<file path="src/rtl/pipeline_hazard_ctrl_if.sv">
// Hazard controller bundle: pipeline status in, stage enables/flushes and counters out.
interface pipeline_hazard_ctrl_if #(
    parameter int CNT_W = 32
);
    logic             mem_busy;
    logic             ex_div_start;
    logic             ex_branch_taken;
    logic             idex_mem_read;
    logic [4:0]       idex_rd;
    logic [4:0]       id_rs1;
    logic [4:0]       id_rs2;
    logic             id_use_rs1;
    logic             id_use_rs2;
    logic             pc_en;
    logic             ifid_en;
    logic             ifid_flush;
    logic             idex_en;
    logic             idex_flush;
    logic             exmem_en;
    logic             exmem_flush;
    logic             div_result_valid;
    logic [CNT_W-1:0] stall_count;
    logic [CNT_W-1:0] flush_count;

    // Pipeline datapath side: reports status, consumes controls.
    modport master (
        output mem_busy, ex_div_start, ex_branch_taken, idex_mem_read, idex_rd,
               id_rs1, id_rs2, id_use_rs1, id_use_rs2,
        input  pc_en, ifid_en, ifid_flush, idex_en, idex_flush, exmem_en,
               exmem_flush, div_result_valid, stall_count, flush_count
    );

    // Controller side.
    modport slave (
        input  mem_busy, ex_div_start, ex_branch_taken, idex_mem_read, idex_rd,
               id_rs1, id_rs2, id_use_rs1, id_use_rs2,
        output pc_en, ifid_en, ifid_flush, idex_en, idex_flush, exmem_en,
               exmem_flush, div_result_valid, stall_count, flush_count
    );
endinterface

</file>
<file path="src/rtl/pipeline_hazard_ctrl.sv">
// Stall/flush controller for the five-stage pipeline. Priority per cycle:
// memory wait > divider occupancy > taken branch > load-use hazard.
module pipeline_hazard_ctrl #(
    parameter int DIV_CYCLES = 32,
    parameter int CNT_W      = 32
) (
    input  logic                   clk,
    input  logic                   reset,
    pipeline_hazard_ctrl_if.slave  hz
);
    typedef enum logic [1:0] {RUN, DIV, DIV_DONE} state_e;

    localparam int               DCW      = (DIV_CYCLES > 2) ? $clog2(DIV_CYCLES) : 1;
    localparam logic [DCW-1:0]   DIV_LOAD = DCW'(DIV_CYCLES - 2);

    state_e           state_q, state_d;
    logic [DCW-1:0]   cnt_q, cnt_d, cnt_dec;
    logic [CNT_W-1:0] stall_q, stall_d, flush_q, flush_d;

    logic load_use, br_flush;
    logic pc_en, ifid_en, ifid_flush, idex_en, idex_flush, exmem_en, exmem_flush, div_vld;

    // Decode hazards and next state; outputs depend on state and live inputs.
    always_comb begin
        load_use = hz.idex_mem_read && (hz.idex_rd != 5'd0) &&
                   ((hz.id_use_rs1 && (hz.id_rs1 == hz.idex_rd)) ||
                    (hz.id_use_rs2 && (hz.id_rs2 == hz.idex_rd)));
        // Divider countdown runs even while memory freezes the pipeline.
        cnt_dec     = (cnt_q == '0) ? '0 : cnt_q - 1'b1;
        cnt_d       = cnt_dec;
        state_d     = state_q;
        br_flush    = 1'b0;
        pc_en       = 1'b1;
        ifid_en     = 1'b1;
        ifid_flush  = 1'b0;
        idex_en     = 1'b1;
        idex_flush  = 1'b0;
        exmem_en    = 1'b1;
        exmem_flush = 1'b0;
        div_vld     = 1'b0;
        if (!reset) begin
            {pc_en, ifid_en, idex_en, exmem_en} = 4'b0000;
            {ifid_flush, idex_flush, exmem_flush} = 3'b111;
        end else if (hz.mem_busy) begin
            {pc_en, ifid_en, idex_en, exmem_en} = 4'b0000;
        end else begin
            unique case (state_q)
                RUN: begin
                    if (hz.ex_div_start) begin
                        {pc_en, ifid_en, idex_en} = 3'b000;
                        exmem_flush = 1'b1;
                        cnt_d       = DIV_LOAD;
                        // Two-cycle divide has no countdown phase.
                        state_d     = (DIV_LOAD == '0) ? DIV_DONE : DIV;
                    end else if (hz.ex_branch_taken) begin
                        // Branch squashes the younger consumer, so any load-use is moot.
                        ifid_flush = 1'b1;
                        idex_flush = 1'b1;
                        br_flush   = 1'b1;
                    end else if (load_use) begin
                        pc_en      = 1'b0;
                        ifid_en    = 1'b0;
                        idex_flush = 1'b1;
                    end
                end
                DIV: begin
                    {pc_en, ifid_en, idex_en} = 3'b000;
                    exmem_flush = 1'b1;
                    // Leave when the countdown lands on zero (or was already
                    // drained during a memory wait).
                    if (cnt_dec == '0) state_d = DIV_DONE;
                end
                DIV_DONE: begin
                    div_vld = 1'b1;
                    state_d = RUN;
                end
                default: state_d = RUN;
            endcase
        end
        stall_d = stall_q + {{(CNT_W-1){1'b0}}, ~pc_en};
        flush_d = flush_q + {{(CNT_W-1){1'b0}}, br_flush};
    end

    // State, divider countdown and performance counters.
    always_ff @(posedge clk or negedge reset) begin
        if (!reset) begin
            state_q <= RUN;
            cnt_q   <= '0;
            stall_q <= '0;
            flush_q <= '0;
        end else begin
            state_q <= state_d;
            cnt_q   <= cnt_d;
            stall_q <= stall_d;
            flush_q <= flush_d;
        end
    end

    assign hz.pc_en            = pc_en;
    assign hz.ifid_en          = ifid_en;
    assign hz.ifid_flush       = ifid_flush;
    assign hz.idex_en          = idex_en;
    assign hz.idex_flush       = idex_flush;
    assign hz.exmem_en         = exmem_en;
    assign hz.exmem_flush      = exmem_flush;
    assign hz.div_result_valid = div_vld;
    assign hz.stall_count      = stall_q;
    assign hz.flush_count      = flush_q;
endmodule

</file>
<file path="src/flat_wrapper.sv">
// flat-port wrapper written by rule: the top's interface ports become plain ports
module pipeline_hazard_ctrl_flat 
#(
    parameter int DIV_CYCLES = 32,
    parameter int CNT_W      = 32
)
  (clk, reset, hz_mem_busy, hz_ex_div_start, hz_ex_branch_taken, hz_idex_mem_read, hz_idex_rd, hz_id_rs1, hz_id_rs2, hz_id_use_rs1, hz_id_use_rs2, hz_pc_en, hz_ifid_en, hz_ifid_flush, hz_idex_en, hz_idex_flush, hz_exmem_en, hz_exmem_flush, hz_div_result_valid, hz_stall_count, hz_flush_count);
  pipeline_hazard_ctrl_if #(.CNT_W(CNT_W)) hz_i ();
  input  logic clk;
  input  logic reset;
  input wire logic [$bits(hz_i.mem_busy)-1:0] hz_mem_busy;
  input wire logic [$bits(hz_i.ex_div_start)-1:0] hz_ex_div_start;
  input wire logic [$bits(hz_i.ex_branch_taken)-1:0] hz_ex_branch_taken;
  input wire logic [$bits(hz_i.idex_mem_read)-1:0] hz_idex_mem_read;
  input wire logic [$bits(hz_i.idex_rd)-1:0] hz_idex_rd;
  input wire logic [$bits(hz_i.id_rs1)-1:0] hz_id_rs1;
  input wire logic [$bits(hz_i.id_rs2)-1:0] hz_id_rs2;
  input wire logic [$bits(hz_i.id_use_rs1)-1:0] hz_id_use_rs1;
  input wire logic [$bits(hz_i.id_use_rs2)-1:0] hz_id_use_rs2;
  output wire logic [$bits(hz_i.pc_en)-1:0] hz_pc_en;
  output wire logic [$bits(hz_i.ifid_en)-1:0] hz_ifid_en;
  output wire logic [$bits(hz_i.ifid_flush)-1:0] hz_ifid_flush;
  output wire logic [$bits(hz_i.idex_en)-1:0] hz_idex_en;
  output wire logic [$bits(hz_i.idex_flush)-1:0] hz_idex_flush;
  output wire logic [$bits(hz_i.exmem_en)-1:0] hz_exmem_en;
  output wire logic [$bits(hz_i.exmem_flush)-1:0] hz_exmem_flush;
  output wire logic [$bits(hz_i.div_result_valid)-1:0] hz_div_result_valid;
  output wire logic [$bits(hz_i.stall_count)-1:0] hz_stall_count;
  output wire logic [$bits(hz_i.flush_count)-1:0] hz_flush_count;
  assign hz_i.mem_busy = hz_mem_busy;
  assign hz_i.ex_div_start = hz_ex_div_start;
  assign hz_i.ex_branch_taken = hz_ex_branch_taken;
  assign hz_i.idex_mem_read = hz_idex_mem_read;
  assign hz_i.idex_rd = hz_idex_rd;
  assign hz_i.id_rs1 = hz_id_rs1;
  assign hz_i.id_rs2 = hz_id_rs2;
  assign hz_i.id_use_rs1 = hz_id_use_rs1;
  assign hz_i.id_use_rs2 = hz_id_use_rs2;
  assign hz_pc_en = hz_i.pc_en;
  assign hz_ifid_en = hz_i.ifid_en;
  assign hz_ifid_flush = hz_i.ifid_flush;
  assign hz_idex_en = hz_i.idex_en;
  assign hz_idex_flush = hz_i.idex_flush;
  assign hz_exmem_en = hz_i.exmem_en;
  assign hz_exmem_flush = hz_i.exmem_flush;
  assign hz_div_result_valid = hz_i.div_result_valid;
  assign hz_stall_count = hz_i.stall_count;
  assign hz_flush_count = hz_i.flush_count;
  pipeline_hazard_ctrl #(.DIV_CYCLES(DIV_CYCLES), .CNT_W(CNT_W)) u_core (.clk(clk), .reset(reset), .hz(hz_i));
endmodule
</file>
<file path="config.mk">
export PLATFORM = sky130hd
export DESIGN_NAME = pipeline_hazard_ctrl_flat
export DESIGN_NICKNAME = d
export VERILOG_FILES = /design/src/rtl/pipeline_hazard_ctrl_if.sv /design/src/rtl/pipeline_hazard_ctrl.sv /design/src/flat_wrapper.sv
export SDC_FILE = /design/constraint.sdc
export NUM_CORES = 1
export LEC_CHECK = 0
export CAP_MARGIN = 20
export CORE_MARGIN = 3
export CORE_UTILIZATION = 52
export CTS_CLUSTER_DIAMETER = 30
export CTS_CLUSTER_SIZE = 10
export DETAILED_ROUTE_END_ITERATION = 10
export GPL_TIMING_DRIVEN = 0
export PLACE_DENSITY_LB_ADDON = 0.2
export RECOVER_POWER = 100
export SETUP_SLACK_MARGIN = 0.15
export SLEW_MARGIN = 10
export SYNTH_ARGS = -nofsm -noshare
export SYNTH_HDL_FRONTEND = slang
export SYNTH_SLANG_ARGS = --single-unit
</file>
<file path="constraint.sdc">
create_clock -name clk -period 5.4 [get_ports clk]
set_clock_uncertainty 0.1 [all_clocks]
set_input_delay 1.08 -clock clk [delete_from_list [all_inputs] [get_ports clk]]
set_output_delay 1.08 -clock clk [all_outputs]
set_load 0.01 [all_outputs]
</file>
# ---- Yosys cells after proc, flatten, opt, wreduce, memory -nomap -nowiden
# Index checks and enable logic that the tools add are counted.
dict set report word_totals {
  regBits 71
  latch_bits 0
  ram_bits 0
  romBits 0
  inputBits 23
  out_inout_bits 72
  elab_cells 64
  n_memories 0
}
dict set report classes {
  add_sub_neg 3
  mul 0
  div_mod_pow 0
  magnitude_cmp 0
  eq_ne 6
  shift 0
  muxes 39
  bitwise_logic 2
  n_reduce_logical 10
}
# cell n
set ops {}
lappend ops {{adder 32 x 1 -> 32 bit} 2}
lappend ops {{2-to-1 mux 1 bit} 28}
lappend ops {{2-to-1 mux 5 bit} 5}
lappend ops {{equality test 5 bit} 2}
lappend ops {{logical NOT 5 bit} 2}
lappend ops {{one-hot mux 1 bit (2 select lines)} 3}
lappend ops {{nonzero test 5 bit} 1}
lappend ops {{subtractor 5 x 1 -> 5 bit, second input constant} 1}
lappend ops {{logical AND 1 bit} 4}
lappend ops {{2-to-1 mux 2 bit} 2}
lappend ops {{one-hot mux 2 bit (2 select lines)} 1}
lappend ops {{AND reduction 4 bit} 1}
lappend ops {{equality test 2 x 1 -> 1 bit, second input constant} 1}
lappend ops {{equality test 2 bit, second input constant} 1}
lappend ops {{logical NOT 2 bit} 1}
lappend ops {{!= test 2 x 1 -> 1 bit, second input constant} 1}
lappend ops {{!= test 2 bit, second input constant} 1}
lappend ops {{inverter 1 bit} 2}
lappend ops {{logical OR 1 bit} 1}

# ---- Depth between registers and ports, before layout
dict set report depth {
  word_depth 12
  mapped_depth 9
  depth_no_buf 9
}

# ---- Worst setup path after synthesis
# Ideal clock, no wire load.
dict set report synth_path {
  kind {input -> output}
  startpoint {input hz_idex_rd[3]}
  endpoint {output hz_pc_en}
  arrival_ps 2227
  setup_slack_ps 1993
  stages 5
  n_path_buf 1
  cell_sequence {xor2_1 -> nor4_1 -> a32oi_1 -> o41a_1 -> buf_4}
}
dict set report synth_between {
  elab_chain_cells 10
  word_cells_on_any_way 14
}
# element line_no
set synth_lines {}
lappend synth_lines {{start: declaration} flat_wrapper.sv:15} ;# input wire logic [$bits(hz_i.idex_rd)-1:0] hz_idex_rd;
lappend synth_lines {{equality test 5 bit, on equally long branches} {pipeline_hazard_ctrl.sv:26, pipeline_hazard_ctrl.sv:27}}
lappend synth_lines {{logical AND 1 bit, on equally long branches} {pipeline_hazard_ctrl.sv:26, pipeline_hazard_ctrl.sv:27}}
lappend synth_lines {{logical OR 1 bit} pipeline_hazard_ctrl.sv:26} ;# ((hz.id_use_rs1 && (hz.id_rs1 == hz.idex_rd)) ||
lappend synth_lines {{logical AND 1 bit (*)} pipeline_hazard_ctrl.sv:25} ;# load_use = hz.idex_mem_read && (hz.idex_rd != 5'd0) &&
lappend synth_lines {{2-to-1 mux 1 bit (*) (3 in a row)} -}
lappend synth_lines {{one-hot mux 1 bit (2 select lines) (*)} -}
lappend synth_lines {{2-to-1 mux 1 bit (*) (2 in a row)} -}
lappend synth_lines {{end: declaration} flat_wrapper.sv:20} ;# output wire logic [$bits(hz_i.pc_en)-1:0] hz_pc_en;
# Every way passes the cells marked *; elsewhere a longest branch is shown, timed or not.

# ---- Final worst setup path
dict set report layout_path {
  startpoint {input hz_idex_rd[0]}
  endpoint {output hz_pc_en}
}
dict set report layout_between {
  elab_chain_cells 10
  word_cells_on_any_way 14
}
# element line_no
set layout_lines {}
lappend layout_lines {{equality test 5 bit, on equally long branches} {pipeline_hazard_ctrl.sv:26, pipeline_hazard_ctrl.sv:27}}
lappend layout_lines {{logical AND 1 bit, on equally long branches} {pipeline_hazard_ctrl.sv:26, pipeline_hazard_ctrl.sv:27}}
lappend layout_lines {{logical OR 1 bit} pipeline_hazard_ctrl.sv:26}
lappend layout_lines {{logical AND 1 bit (*)} pipeline_hazard_ctrl.sv:25}
lappend layout_lines {{2-to-1 mux 1 bit (*)} pipeline_hazard_ctrl.sv:60} ;# end else if (load_use) begin
lappend layout_lines {{2-to-1 mux 1 bit (*)} pipeline_hazard_ctrl.sv:55} ;# end else if (hz.ex_branch_taken) begin
lappend layout_lines {{2-to-1 mux 1 bit (*)} pipeline_hazard_ctrl.sv:49} ;# if (hz.ex_div_start) begin
lappend layout_lines {{one-hot mux 1 bit (2 select lines) (*)} pipeline_hazard_ctrl.sv:47} ;# unique case (state_q)
lappend layout_lines {{2-to-1 mux 1 bit (*)} pipeline_hazard_ctrl.sv:44} ;# end else if (hz.mem_busy) begin
lappend layout_lines {{2-to-1 mux 1 bit (*)} pipeline_hazard_ctrl.sv:41} ;# if (!reset) begin
# Marks and branches as above.

==> flow_summary.json <==
{
  "grt_first_pass_wirelength_um": 12400,
  "antenna_found_initial": 0,
  "cp.arrival_ns": 3.43,
  "clockBufferDepth": 2,
  "max-cap-violations": 2,
  "syn-num-nets": 342,
  "grt_usage_pct": 20.2,
  "power_density_nw_per_um2": 302,
  "cts_sinks": 71,
  "min_to": "u_core.hz.flush_count[31]$_DFF_PN0_",
  "place.port_buffers": 94,
  "period_needed_ns": 4.61,
  "synthArstFlopShare_pct": 100,
  "vias_per_cell": 5.51,
  "initial_core_util_pct": 54.2,
  "tightest_slew_ns": 1.98,
  "timing.fmax_mhz": 217,
  "grt_setup_unrepaired": "false",
  "cts_tree": "built",
  "setup_tns_ns": 0,
  "synth_top_area_share_pct": 51.1,
  "synth_cell_types": 38,
  "layout_common_cells": "dlygate4sd3_1, dfrtp_1, xnor2_1",
  "dr.pass1.iters": 4,
  "worst-path-buf-inv": 3,
  "ys_top_cells_by_area": "dfrtp_1, xnor2_1, nand4_1",
  "ys_ff_latch": 71,
  "max_slew_margin_pct": -32.0,
  "setup_slack_ns": 0.794,
  "slew_viol_final": 50,
  "syn_inst": 314,
  "post-route-period-util_pct": 85.3,
  "worstHoldStart": "u_core.hz.flush_count[31]$_DFF_PN0_",
  "syn_area_um2": 3480,
  "gp_congestion": 0.760,
  "cp_cell_sequence": "dlygate4sd3_1 -> xor2_1 -> nor4_1 -> a32oi_1 -> o41a_1 -> buf_4 -> dlygate4sd3_1",
  "ys.flop_type": "dfrtp_1",
  "cpMostUsedCell": "dlygate4sd3_1",
  "first_global_vias": 2722,
  "crit_path_start": "hz_idex_rd[0]",
  "hold_buffers": 0,
  "gr-total-overflow": 0,
  "cp.depth": 7,
  "r2r_end": "u_core.hz.flush_count[25]$_DFF_PN0_",
  "p_total_uw": 1420,
  "die_w_um": 87.8,
  "avgSynthCellArea_um2": 11.1,
  "drtIter0Drc": 123,
  "clk_pin_slew_ns": 0.07,
  "status": "finished, violations left",
  "cts_root_buffer": "clkbuf_8",
  "antenna_left": 0,
  "cts_setup_buffers": 0,
  "cpPeakStageDelay_ns": 0.59,
  "fillCellCount": 519,
  "place_ws_ns": 0.996,
  "path_max_fanout": 3,
  "ys_seq_area_share_pct": 51.1,
  "leakagePower_uw": 0.00218,
  "final_nets": 448,
  "cts_buffers": 9,
  "critical-path-top-delay-family": "buffers and inverters",
  "critPathSlowestCell": "dlygate4sd3_1",
  "holdPathStages": 1,
  "reg2reg_slack_ns": 1.85,
  "ios": 95,
  "final_util_pct": 73.5,
  "fp.dieH_um": 87.8,
  "num_vias": 2767,
  "wl_per_cell_um": 14.6,
  "grt_max_degree": 40,
  "cp-end-kind": "output port",
  "yosys.area.top_type": "dfrtp_1",
  "irDropWorstVdd_v": 0.000153,
  "synth_edf_count": 0,
  "cts_resized": 0,
  "core-area_um2": 6420,
  "rows": 29,
  "ys.warnings.count": 0,
  "diodes": 0,
  "insertion_delay_ns": 0.33,
  "dieArea_um2": 7710,
  "setup_violations": 0,
  "path_class": "input port to output port",
  "htree_num_levels": 3,
  "reg2regPathDepth": 8,
  "drc": 0,
  "crit_required_ns": 4.22,
  "cp-start-kind": "input port",
  "hpwl_um": 5450,
  "violations": "max-capacitance violations, max-slew violations",
  "reg2reg_from": "u_core.state_q[1]$_DFFE_PN0P_",
  "holdWs_ns": 0.368,
  "mostFrequentLayoutCell": "dlygate4sd3_1",
  "wl_um": 7340,
  "area_growth_pct": 35.6,
  "hold_path.class": "flop to flop",
  "drive_gt1_share_pct": 6.59,
  "hold_viol_final": 0
}
[where the power goes]
group          total (uW)  internal (uW)  leakage [uW]  switching, uW
clock                 479            285      0.000112            195
sequential            654            589      0.000959           64.6
combinational         292            150       0.00111            142
[metrics by stage]
stage / cells / cell area (um2)
after floorplan: 314 / 3480
after global routing: 502 / 4720
after detailed placement: 486 / 4530
after CTS: 502 / 4770
after global placement: 485 / 4520
final: 502 / 4720
[area by class of cell]
class                      instances  area (um2)  area share (%)
inverter                           9        33.8           0.716
tap                               77        96.3            2.04
timing repair buffer              95         942            20.0
sequential                        71        1780            37.7
clock inverter                     5        80.1            1.70
multi-input combinational        229        1610            34.2
buffer                             5        25.0           0.530
clock buffer                      11         151            3.21
[worst max-delay path by stage]
stage                                                endpoint  slack (ns)
final                                                hz_pc_en        0.79
after global routing      u_core.hz.stall_count[31]$_DFF_PN0_        0.59
after CTS                                            hz_pc_en        0.99
after detailed placement                             hz_pc_en         1.0
after global placement                               hz_pc_en       -1.46
after floorplan                                      hz_pc_en        1.99
[cell families after synthesis]
logic type      Yosys count  synth area share (%)
simple gates            136                  23.9
xor+xnor                 72                  18.1
flops                    71                  51.1
compound gates           16                  3.34
buf+inv                  14                  1.73
fa+ha+maj                 5                  1.80
[flip-flops by register name, indices dropped and copies added (netlist names)]
register               count
u_core.hz.stall_count     32
u_core.hz.flush_count     32
u_core.state_q             2
u_core.cnt_q               5
[worst register-to-register path, delay by kind of cell, from the launching register on]
family	cells	cell delay [ns]
adder cells (fa/ha/maj)	1	0.19
buffers and inverters	1	0.19
XOR/XNOR	1	0.21
flip-flops	1	0.36
AND/OR/NAND/NOR	5	2.41
[Yosys cell counts, drive strengths merged (7+ instances only)]
cell   instances
dfrtp         71
xnor2         57
nand4         27
nand2         25
nand3         25
xor2          15
nor2          13
and3          10
inv            9
nor4           9
and2           8
nor3           7
[per-layer routing]
metal / GRT usage (%) / wire (um)
met5: 0 / 0
met4: 6.97 / 55
met3: 4.70 / 401
met2: 33.4 / 3600
met1: 26.3 / 3290
No activity file was read; power rests on OpenSTA's default activity.
